===== src/rtl/alu_exec_unit.sv =====
// Registered ALU execute stage: single-cycle logic/arith ops plus an iterative
// 1-bit/cycle shifter, valid/ready on both sides. Optional ALU_OVF_EN adds an overflow flag.
module alu_exec_unit #(
  parameter int XLEN = 32,
  localparam int SHW = $clog2(XLEN)
) (
  input  logic            clk,
  input  logic            rst_n,
  input  logic            in_valid,
  output logic            in_ready,
  input  logic [3:0]      alu_ctrl,
  input  logic [XLEN-1:0] op_a,
  input  logic [XLEN-1:0] op_b,
  output logic            out_valid,
  input  logic            out_ready,
  output logic [XLEN-1:0] result,
`ifdef ALU_OVF_EN
  output logic            overflow,
`endif
  output logic            zero
);

  localparam logic [3:0] OP_AND = 4'b0000, OP_OR  = 4'b0001, OP_ADD = 4'b0010,
                         OP_SUB = 4'b0110, OP_SLT = 4'b0111, OP_NOR = 4'b1100,
                         OP_SLL = 4'b1000, OP_SRL = 4'b1001, OP_SRA = 4'b1010;

  typedef enum logic [1:0] {IDLE, SHIFT, DONE} state_t;

  state_t          state_q, state_d;
  logic [XLEN-1:0] result_q, result_d;
  logic            zero_q, zero_d;
  logic [SHW-1:0]  cnt_q, cnt_d;
  logic [1:0]      sh_op_q, sh_op_d;

  logic            accept, is_shift, ld_imm, shift_fin;
  logic [SHW-1:0]  shamt;
  logic [XLEN-1:0] alu_r, shift_one;

  assign in_ready  = (state_q == IDLE) || (state_q == DONE && out_ready);
  assign accept    = in_valid && in_ready;
  assign shamt     = op_b[SHW-1:0];
  assign is_shift  = (alu_ctrl == OP_SLL) || (alu_ctrl == OP_SRL) || (alu_ctrl == OP_SRA);
  // Ops that complete straight from the accept edge (incl. shift by zero).
  assign ld_imm    = accept && !(is_shift && shamt != '0);
  assign shift_fin = (state_q == SHIFT) && (cnt_q == SHW'(1));

  always_comb begin
    alu_r = '0;
    case (alu_ctrl)
      OP_AND: alu_r = op_a & op_b;
      OP_OR:  alu_r = op_a | op_b;
      OP_ADD: alu_r = op_a + op_b;
      OP_SUB: alu_r = op_a - op_b;
      OP_SLT: alu_r = {{(XLEN-1){1'b0}}, $signed(op_a) < $signed(op_b)};
      OP_NOR: alu_r = ~(op_a | op_b);
      OP_SLL, OP_SRL, OP_SRA: alu_r = op_a;
      default: alu_r = '0;
    endcase
  end

  // sh_op_q holds alu_ctrl[1:0] of the captured shift: 00 SLL, 01 SRL, 10 SRA.
  always_comb begin
    case (sh_op_q)
      2'b00:   shift_one = {result_q[XLEN-2:0], 1'b0};
      2'b01:   shift_one = {1'b0, result_q[XLEN-1:1]};
      default: shift_one = {result_q[XLEN-1], result_q[XLEN-1:1]};
    endcase
  end

  always_comb begin
    state_d  = state_q;
    result_d = result_q;
    zero_d   = zero_q;
    cnt_d    = cnt_q;
    sh_op_d  = sh_op_q;
    case (state_q)
      SHIFT: begin
        result_d = shift_one;
        cnt_d    = cnt_q - SHW'(1);
        if (shift_fin) begin
          state_d = DONE;
          zero_d  = (shift_one == '0);
        end
      end
      default: begin
        if (state_q == DONE && out_ready) state_d = IDLE;
        if (ld_imm) begin
          state_d  = DONE;
          result_d = alu_r;
          zero_d   = (alu_r == '0);
        end else if (accept) begin
          // Shift register lives in result_q; out_valid stays low until it settles.
          state_d  = SHIFT;
          result_d = op_a;
          cnt_d    = shamt;
          sh_op_d  = alu_ctrl[1:0];
        end
      end
    endcase
  end

  always_ff @(posedge clk or negedge rst_n) begin
    if (!rst_n) begin
      state_q  <= IDLE;
      result_q <= '0;
      zero_q   <= 1'b0;
      cnt_q    <= '0;
      sh_op_q  <= 2'b00;
    end else begin
      state_q  <= state_d;
      result_q <= result_d;
      zero_q   <= zero_d;
      cnt_q    <= cnt_d;
      sh_op_q  <= sh_op_d;
    end
  end

  assign out_valid = (state_q == DONE);
  assign result    = result_q;
  assign zero      = zero_q;

`ifdef ALU_OVF_EN
  logic ovf_q, ovf_d, bp_msb, ovf_calc;

  assign bp_msb   = (alu_ctrl == OP_SUB) ? ~op_b[XLEN-1] : op_b[XLEN-1];
  assign ovf_calc = ((alu_ctrl == OP_ADD) || (alu_ctrl == OP_SUB)) &&
                    (op_a[XLEN-1] == bp_msb) && (alu_r[XLEN-1] != op_a[XLEN-1]);

  always_comb begin
    ovf_d = ovf_q;
    if (ld_imm)         ovf_d = ovf_calc;
    else if (shift_fin) ovf_d = 1'b0;
  end

  always_ff @(posedge clk or negedge rst_n) begin
    if (!rst_n) ovf_q <= 1'b0;
    else        ovf_q <= ovf_d;
  end

  assign overflow = ovf_q;
`endif

endmodule


===== config.mk =====
export PLATFORM = sky130hd
export DESIGN_NAME = alu_exec_unit
export DESIGN_NICKNAME = d
export VERILOG_FILES = /design/src/rtl/alu_exec_unit.sv
export SDC_FILE = /design/constraint.sdc
export NUM_CORES = 1
export LEC_CHECK = 0
export BUFFER_PORTS_ARGS = -buffer_cell sky130_fd_sc_hd__buf_4
export CAP_MARGIN = 20
export CORE_ASPECT_RATIO = 0.75
export CORE_MARGIN = 3
export CORE_UTILIZATION = 35
export CTS_CLUSTER_SIZE = 10
export DETAILED_ROUTE_END_ITERATION = 12
export GPL_TIMING_DRIVEN = 0
export PLACE_DENSITY_LB_ADDON = 0.08
export SLEW_MARGIN = 10
export SYNTH_ARGS = -nofsm -noshare
export SYNTH_HDL_FRONTEND = slang
export SYNTH_SLANG_ARGS = --single-unit

===== constraint.sdc =====
create_clock -name clk -period 4.06 [get_ports clk]
set_input_delay 0.812 -clock clk [delete_from_list [all_inputs] [get_ports clk]]
set_output_delay 0.812 -clock clk [all_outputs]
set_load 0.01 [all_outputs]

=== Yosys cells after proc, flatten, opt, wreduce, memory -nomap -nowiden ===
Index checks and enable logic that the tools add are counted.

* $mul: 0
* Equality and inequality tests: 14
* Divide/modulo/power cells: 0
* Muxes and demuxes: 16
* Shift-type cells: 0
* Bitwise operators: 5
* Magnitude comparators: 1
* Reductions and logical operators: 24
* $add $sub $neg: 3

{| class="wikitable"
|+ Operator list
! cell !! count
|-
| 32-bit case mux with 7 select lines || 1
|-
| 32-bit two-way mux || 3
|-
| 32-bit logical NOT || 2
|-
| 32-bit case mux with 2 select lines || 1
|-
| 32-bit adder || 1
|-
| 32-bit AND || 1
|-
| 32-bit < comparator || 1
|-
| 32-bit inverter || 1
|-
| 32-bit bitwise OR || 1
|-
| 32-bit subtractor || 1
|-
| 4-bit == test, second input constant || 4
|-
| 5-bit two-way mux || 3
|-
| 2-bit two-way mux || 5
|-
| 4-bit by 3-bit == test with 1-bit output, second input constant || 2
|-
| 2-bit AND reduction || 3
|-
| 5-bit by 1-bit == test with 1-bit output, second input constant || 1
|-
| 1-bit logical AND || 5
|-
| 5-bit nonzero test || 1
|-
| 5-bit by 1-bit subtractor with 5-bit output, second input constant || 1
|-
| 2-bit by 1-bit == test with 1-bit output, second input constant || 2
|-
| 4-bit by 1-bit == test with 1-bit output, second input constant || 1
|-
| 4-bit by 2-bit == test with 1-bit output, second input constant || 1
|-
| 2-bit logical NOT || 2
|-
| 4-bit logical NOT || 1
|-
| 12 further kinds || 18
|}

* Logic and storage cells: 68
* Bits in latches: 0
* Memory bits (writable): 0
* Output and inout port bits: 35
* Memories: 0
* Memory bits (read-only): 0
* Register bits: 42

=== Longest topological paths before layout ===
* Depth in word-level cells: 8
* Gate-level depth with buffers: 15
* Mapped depth without buffers: 15

=== Worst setup path before layout ===
No wires, ideal clock.

* Path type: input-to-reg
* Start: in op_b[2]
* End: reg zero_q, in the netlist zero
* Arrival: 4045 ps
* Data required time: 3956 ps
* Setup time: 104 ps
* Stages: 14
* Path slack: -89 ps
* Buffers on the path: 1
* Cell sequence: inv_1 ha_1 clkbuf_1 a21oi_1 a21o_1 a2111o_1 and2_1 a21oi_1 a21bo_2 or4b_2 mux2i_1 a211oi_1 nand4b_1 o41ai_2

* Cells in the longest elaborated chain, start to end: 6

{| class="wikitable"
|+ RTL lines
! item !! RTL line !! RTL
|-
| from (decl) || 13 || <nowiki>input logic [XLEN-1:0] op_b,</nowiki>
|-
| parallel branches: the longest is 6 deep, another holds 32-bit subtractor || - ||
|-
| to (signal assigned) || 112 || <nowiki>zero_q <= zero_d;</nowiki>
|-
| to (decl) || 31 || <nowiki>logic zero_q, zero_d;</nowiki>
|}

Parallel ways; which one is timed is not known. The select of a mux whose other input is x is not followed.
A chain may end at the register's enable or synchronous reset.

=== Worst setup path after layout ===
* Start: in op_a[0]
* End: reg zero_q, in the netlist zero

* Cells in the longest elaborated chain, start to end: 6

{| class="wikitable"
|+ RTL lines
! item !! RTL line !! RTL
|-
| from (decl) || 12 || <nowiki>input logic [XLEN-1:0] op_a,</nowiki>
|-
| parallel branches: the longest is 2 deep, another holds 32-bit subtractor || - ||
|-
| 32-bit case mux with 7 select lines (*) || 49 || <nowiki>case (alu_ctrl)</nowiki>
|-
| 32-bit logical NOT (*) || 90 || <nowiki>zero_d = (alu_r == '0);</nowiki>
|-
| 1-bit two-way mux (*) || 87 || <nowiki>if (ld_imm) begin</nowiki>
|-
| 1-bit two-way mux (*) || 76 || <nowiki>case (state_q)</nowiki>
|}

Mark *: on every way between the ends. The select of a mux whose other input is x is not followed.

==> flow_metrics.py <==
metrics = {
    "floorplanning": {
        "ioPinCount": 107,
        "core-area_um2": 24400,
        "rows": 49,
        "design.die.area_um2": 27300,
        "start_util_pct": 36.3,
        "die_h_um": 144,
        "die_w_um": 190,
    },
    "clock_tree": {
        "cts_tree": "built",
        "cts_hold_buffers": 0,
        "clk_pin_slew_ns": 0.07,
        "clk_latency_ns": 0.30,
        "clockBufferDepth": 2,
        "cts-root-buf": "clkbuf_16",
        "numCtsBuffers": 5,
        "cts_sinks": 42,
        "cts_max_level": 2,
    },
    "sta": {
        "final_hold_viol_count": 0,
        "fin_crit_ns": 4.16,
        "worst_slew_pin_slew_ns": 0.960,
        "finalSetupViolations": 1,
        "slew_headroom_pct": 36.0,
        "slew_viol_final": 0,
        "fmax_mhz": 240,
        "setup_ws_ns": -0.101,
        "fin_crit_sh_pct": 102,
        "final.setup_skew_ns": 0.00311,
        "rsz0062_at_grt": "yes",
    },
    "power": {
        "p_switching_mw": 2.31,
        "power.share.clock_pct": 10.9,
        "ir_drop_v": 0.000320,
        "seqPwrFrac_pct": 21.1,
        "p_int_mw": 2.06,
        "power.density_nw_per_um2": 401,
        "switching_share_pct": 52.9,
        "p_leak_nw": 4.86,
        "total_power_mw": 4.38,
        "combPwrFrac_pct": 68.0,
    },
    "detailed_routing": {
        "antenna_left": 0,
        "totalWireLength_um": 43900,
        "drtIter0Drc": 1333,
        "drtPass1Iterations": 6,
        "wire_per_inst_um": 25.2,
        "drc": 0,
        "viasPerCell": 6.38,
        "vias": 11100,
    },
    "yosys": {
        "syn_area_per_cell_um2": 6.93,
        "ys_ff_latch": 42,
        "async_reset_ff_share_pct": 100,
        "syn-instance-count": 1279,
        "synth_edf_count": 0,
        "synth_warnings": 0,
        "synthesis.area_um2": 8860,
        "ys.flop_type": "dfrtp_1",
        "yosysSeqAreaShare_pct": 11.9,
        "syn_nets": 1454,
        "ys_types": 95,
    },
    "setup_path": {
        "required_ns": 4.25,
        "timing.rr.start": "sh_op_q[1]$_DFFE_PN0P_",
        "critPathMaxFanout": 7,
        "r2r_setup_slack_ns": 0,
        "end_kind": "flip-flop",
        "r2r_cells": 10,
        "r2r-end": "zero$_DFFE_PN0P_",
        "crit_type": "in -> reg",
        "cp-startpoint": "op_a[0]",
        "arrival_ns": 4.36,
        "startpoint_type": "input pin",
    },
    "global_routing": {
        "grt_pass1_wl_um": 64400,
        "grt_usage_pct": 31.1,
        "grt_max_degree": 43,
        "antenna_found_initial": 0,
        "grt_pass1_vias": 10300,
        "grt_remaining_overflow": 0,
    },
    "flow_run": {
        "drv_cap": 0,
    },
    "outcome": {
        "outcome": "finished, violations left",
        "violations": "negative setup slack",
    },
    "hold_path": {
        "min_path_type": "in -> async",
    },
    "place": {
        "port_buffers": 106,
        "dp_hpwl_um": 35400,
        "place_ws_ns": -1.18,
        "gp_congestion": 1.01,
    },
    "finish": {
        "drive_gt1_share_pct": 19.6,
        "n_antenna_cell": 0,
        "area_growth_pct": 23.3,
        "utilization_pct": 44.8,
        "nNetsFinal": 1585,
    },
}
layer usage:
layer | track usage [%] | vias to the layer above | share of wire [%]
li1 | - | 4989 | -
met1 | 45.6 | 5383 | 45
met2 | 45.1 | 666 | 40
met3 | 7.73 | 76 | 12
met4 | 7.78 | 0 | 2.8
met5 | 0 | - | 0
worst max-delay path by stage:
stage | end | slack, ns | cells after the start
2_1_floorplan | zero$_DFFE_PN0P_ | 0.02 | 13
3_3_place_gp | result[22]$_DFFE_PN0P_ | -1.30 | 10
3_5_place_dp | zero$_DFFE_PN0P_ | -1.18 | 16
4_1_cts | zero$_DFFE_PN0P_ | -0.02 | 15
5_1_grt | zero$_DFFE_PN0P_ | -0.17 | 16
6_report | zero$_DFFE_PN0P_ | -0.10 | 16
worst max-delay path, cell delays in order:
cell and delay [ns]:
buf_4 0.13, inv_2 0.07, ha_2 0.19, inv_1 0.06, fa_2 0.42, nor2b_4 0.16
o21ai_4 0.19, a31oi_4 0.19, o2111ai_4 0.32, nand2_1 0.14, a221o_1 0.37, a21oi_4 0.24
nand4_1 0.13, or4_4 0.45, nand4b_1 0.23, o41ai_2 0.23
power groups by stage:
stage / combinational (mW) / sequential [mW] / clock (mW)
6_report: 2.98 / 0.924 / 0.478
5_1_grt: 3.23 / 0.939 / 0.509
4_1_cts: 2.86 / 0.913 / 0.481
3_5_place_dp: 2.75 / 0.919 / 0
3_3_place_gp: 2.76 / 0.926 / 0
2_1_floorplan: 1.68 / 0.885 / 0
layout by cell type, fill, tap and decap left out, drive strengths merged, types with 27 or more instances in the layout:
cell / instances
buf: 148
ha: 101
a31oi: 27
o21ai: 67
mux2i: 28
dfrtp: 42
clkbuf: 68
nor3: 34
inv: 101
nor2: 123
nand3: 31
a21oi: 157
nand2: 113
logic make-up (layout without fill, tap and decap cells):
kind of cell	after synthesis	after routing	synth area share [%]
fa+ha+maj	103	103	14.7
mux	30	30	3.42
compound gates	474	474	35.9
xor+xnor	5	5	0.494
buf+inv	187	319	8.94
flops	42	42	11.9
simple gates	438	438	24.7
layout make-up:
cell class / count / area (um2)
Buffer: 83 / 464
Timing Repair Buffer: 127 / 961
Multi-Input combinational cell: 1050 / 7490
Inverter: 101 / 379
Clock buffer: 6 / 129
Fill cell: 2659 / 13500
Sequential cell: 42 / 1050
Clock inverter: 2 / 37.5
Tap cell: 331 / 414
cell usage after synthesis, types with 8 or more instances:
| cell type | instances | share of area (%) |
|---|---|---|
| a221oi_1 | 8 | 0.79 |
| nor4_1 | 15 | 1.1 |
| o221ai_1 | 16 | 1.6 |
| a21o_1 | 25 | 2.1 |
| o21ai_0 | 65 | 3.7 |
| o211ai_1 | 8 | 0.68 |
| o22a_1 | 15 | 1.5 |
| nor2b_1 | 26 | 1.8 |
| a31oi_1 | 27 | 1.9 |
| a22oi_1 | 16 | 1.4 |
| mux2i_1 | 28 | 3.2 |
| a21oi_1 | 157 | 8.9 |
| and3_1 | 9 | 0.64 |
| inv_1 | 100 | 4.2 |
| clkbuf_1 | 64 | 2.7 |
| a221o_1 | 11 | 1.2 |
| buf_6 | 9 | 1.1 |
| a211oi_1 | 10 | 0.85 |
| dfrtp_1 | 42 | 12 |
| o21a_1 | 10 | 0.85 |
| nand2b_1 | 9 | 0.64 |
| o31ai_1 | 15 | 1.3 |
| ha_1 | 101 | 14 |
| nor3_1 | 34 | 1.9 |
| nand3_1 | 31 | 1.8 |
| nor2_1 | 123 | 5.2 |
| nand4_1 | 15 | 1.1 |
| o22ai_1 | 10 | 0.71 |
| nand2_1 | 113 | 4.8 |
stage by stage:
step,setup TNS [ns],hold slack [ns],instance area [um2],std cells
global placement,-22.18,0.490,10100,1716
floorplan,0,0.460,8860,1279
CTS,-0.0227,0.504,10800,1738
global route,-0.256,0.514,10900,1742
finish,-0.101,0.508,10900,1742
detailed placement,-17.77,0.486,10100,1718
flip-flops by register name (all words and copies together) (netlist names):
name / count
zero: 1
state_q: 2
cnt_q: 5
sh_op_q: 2
result: 32
repair_timing:
item                       CTS  global route
setup endpoints to repair   31            10
buffers inserted            15             4
resized for setup          106            41
pin swaps                   33            11
Power figures use the tool's default switching activity.
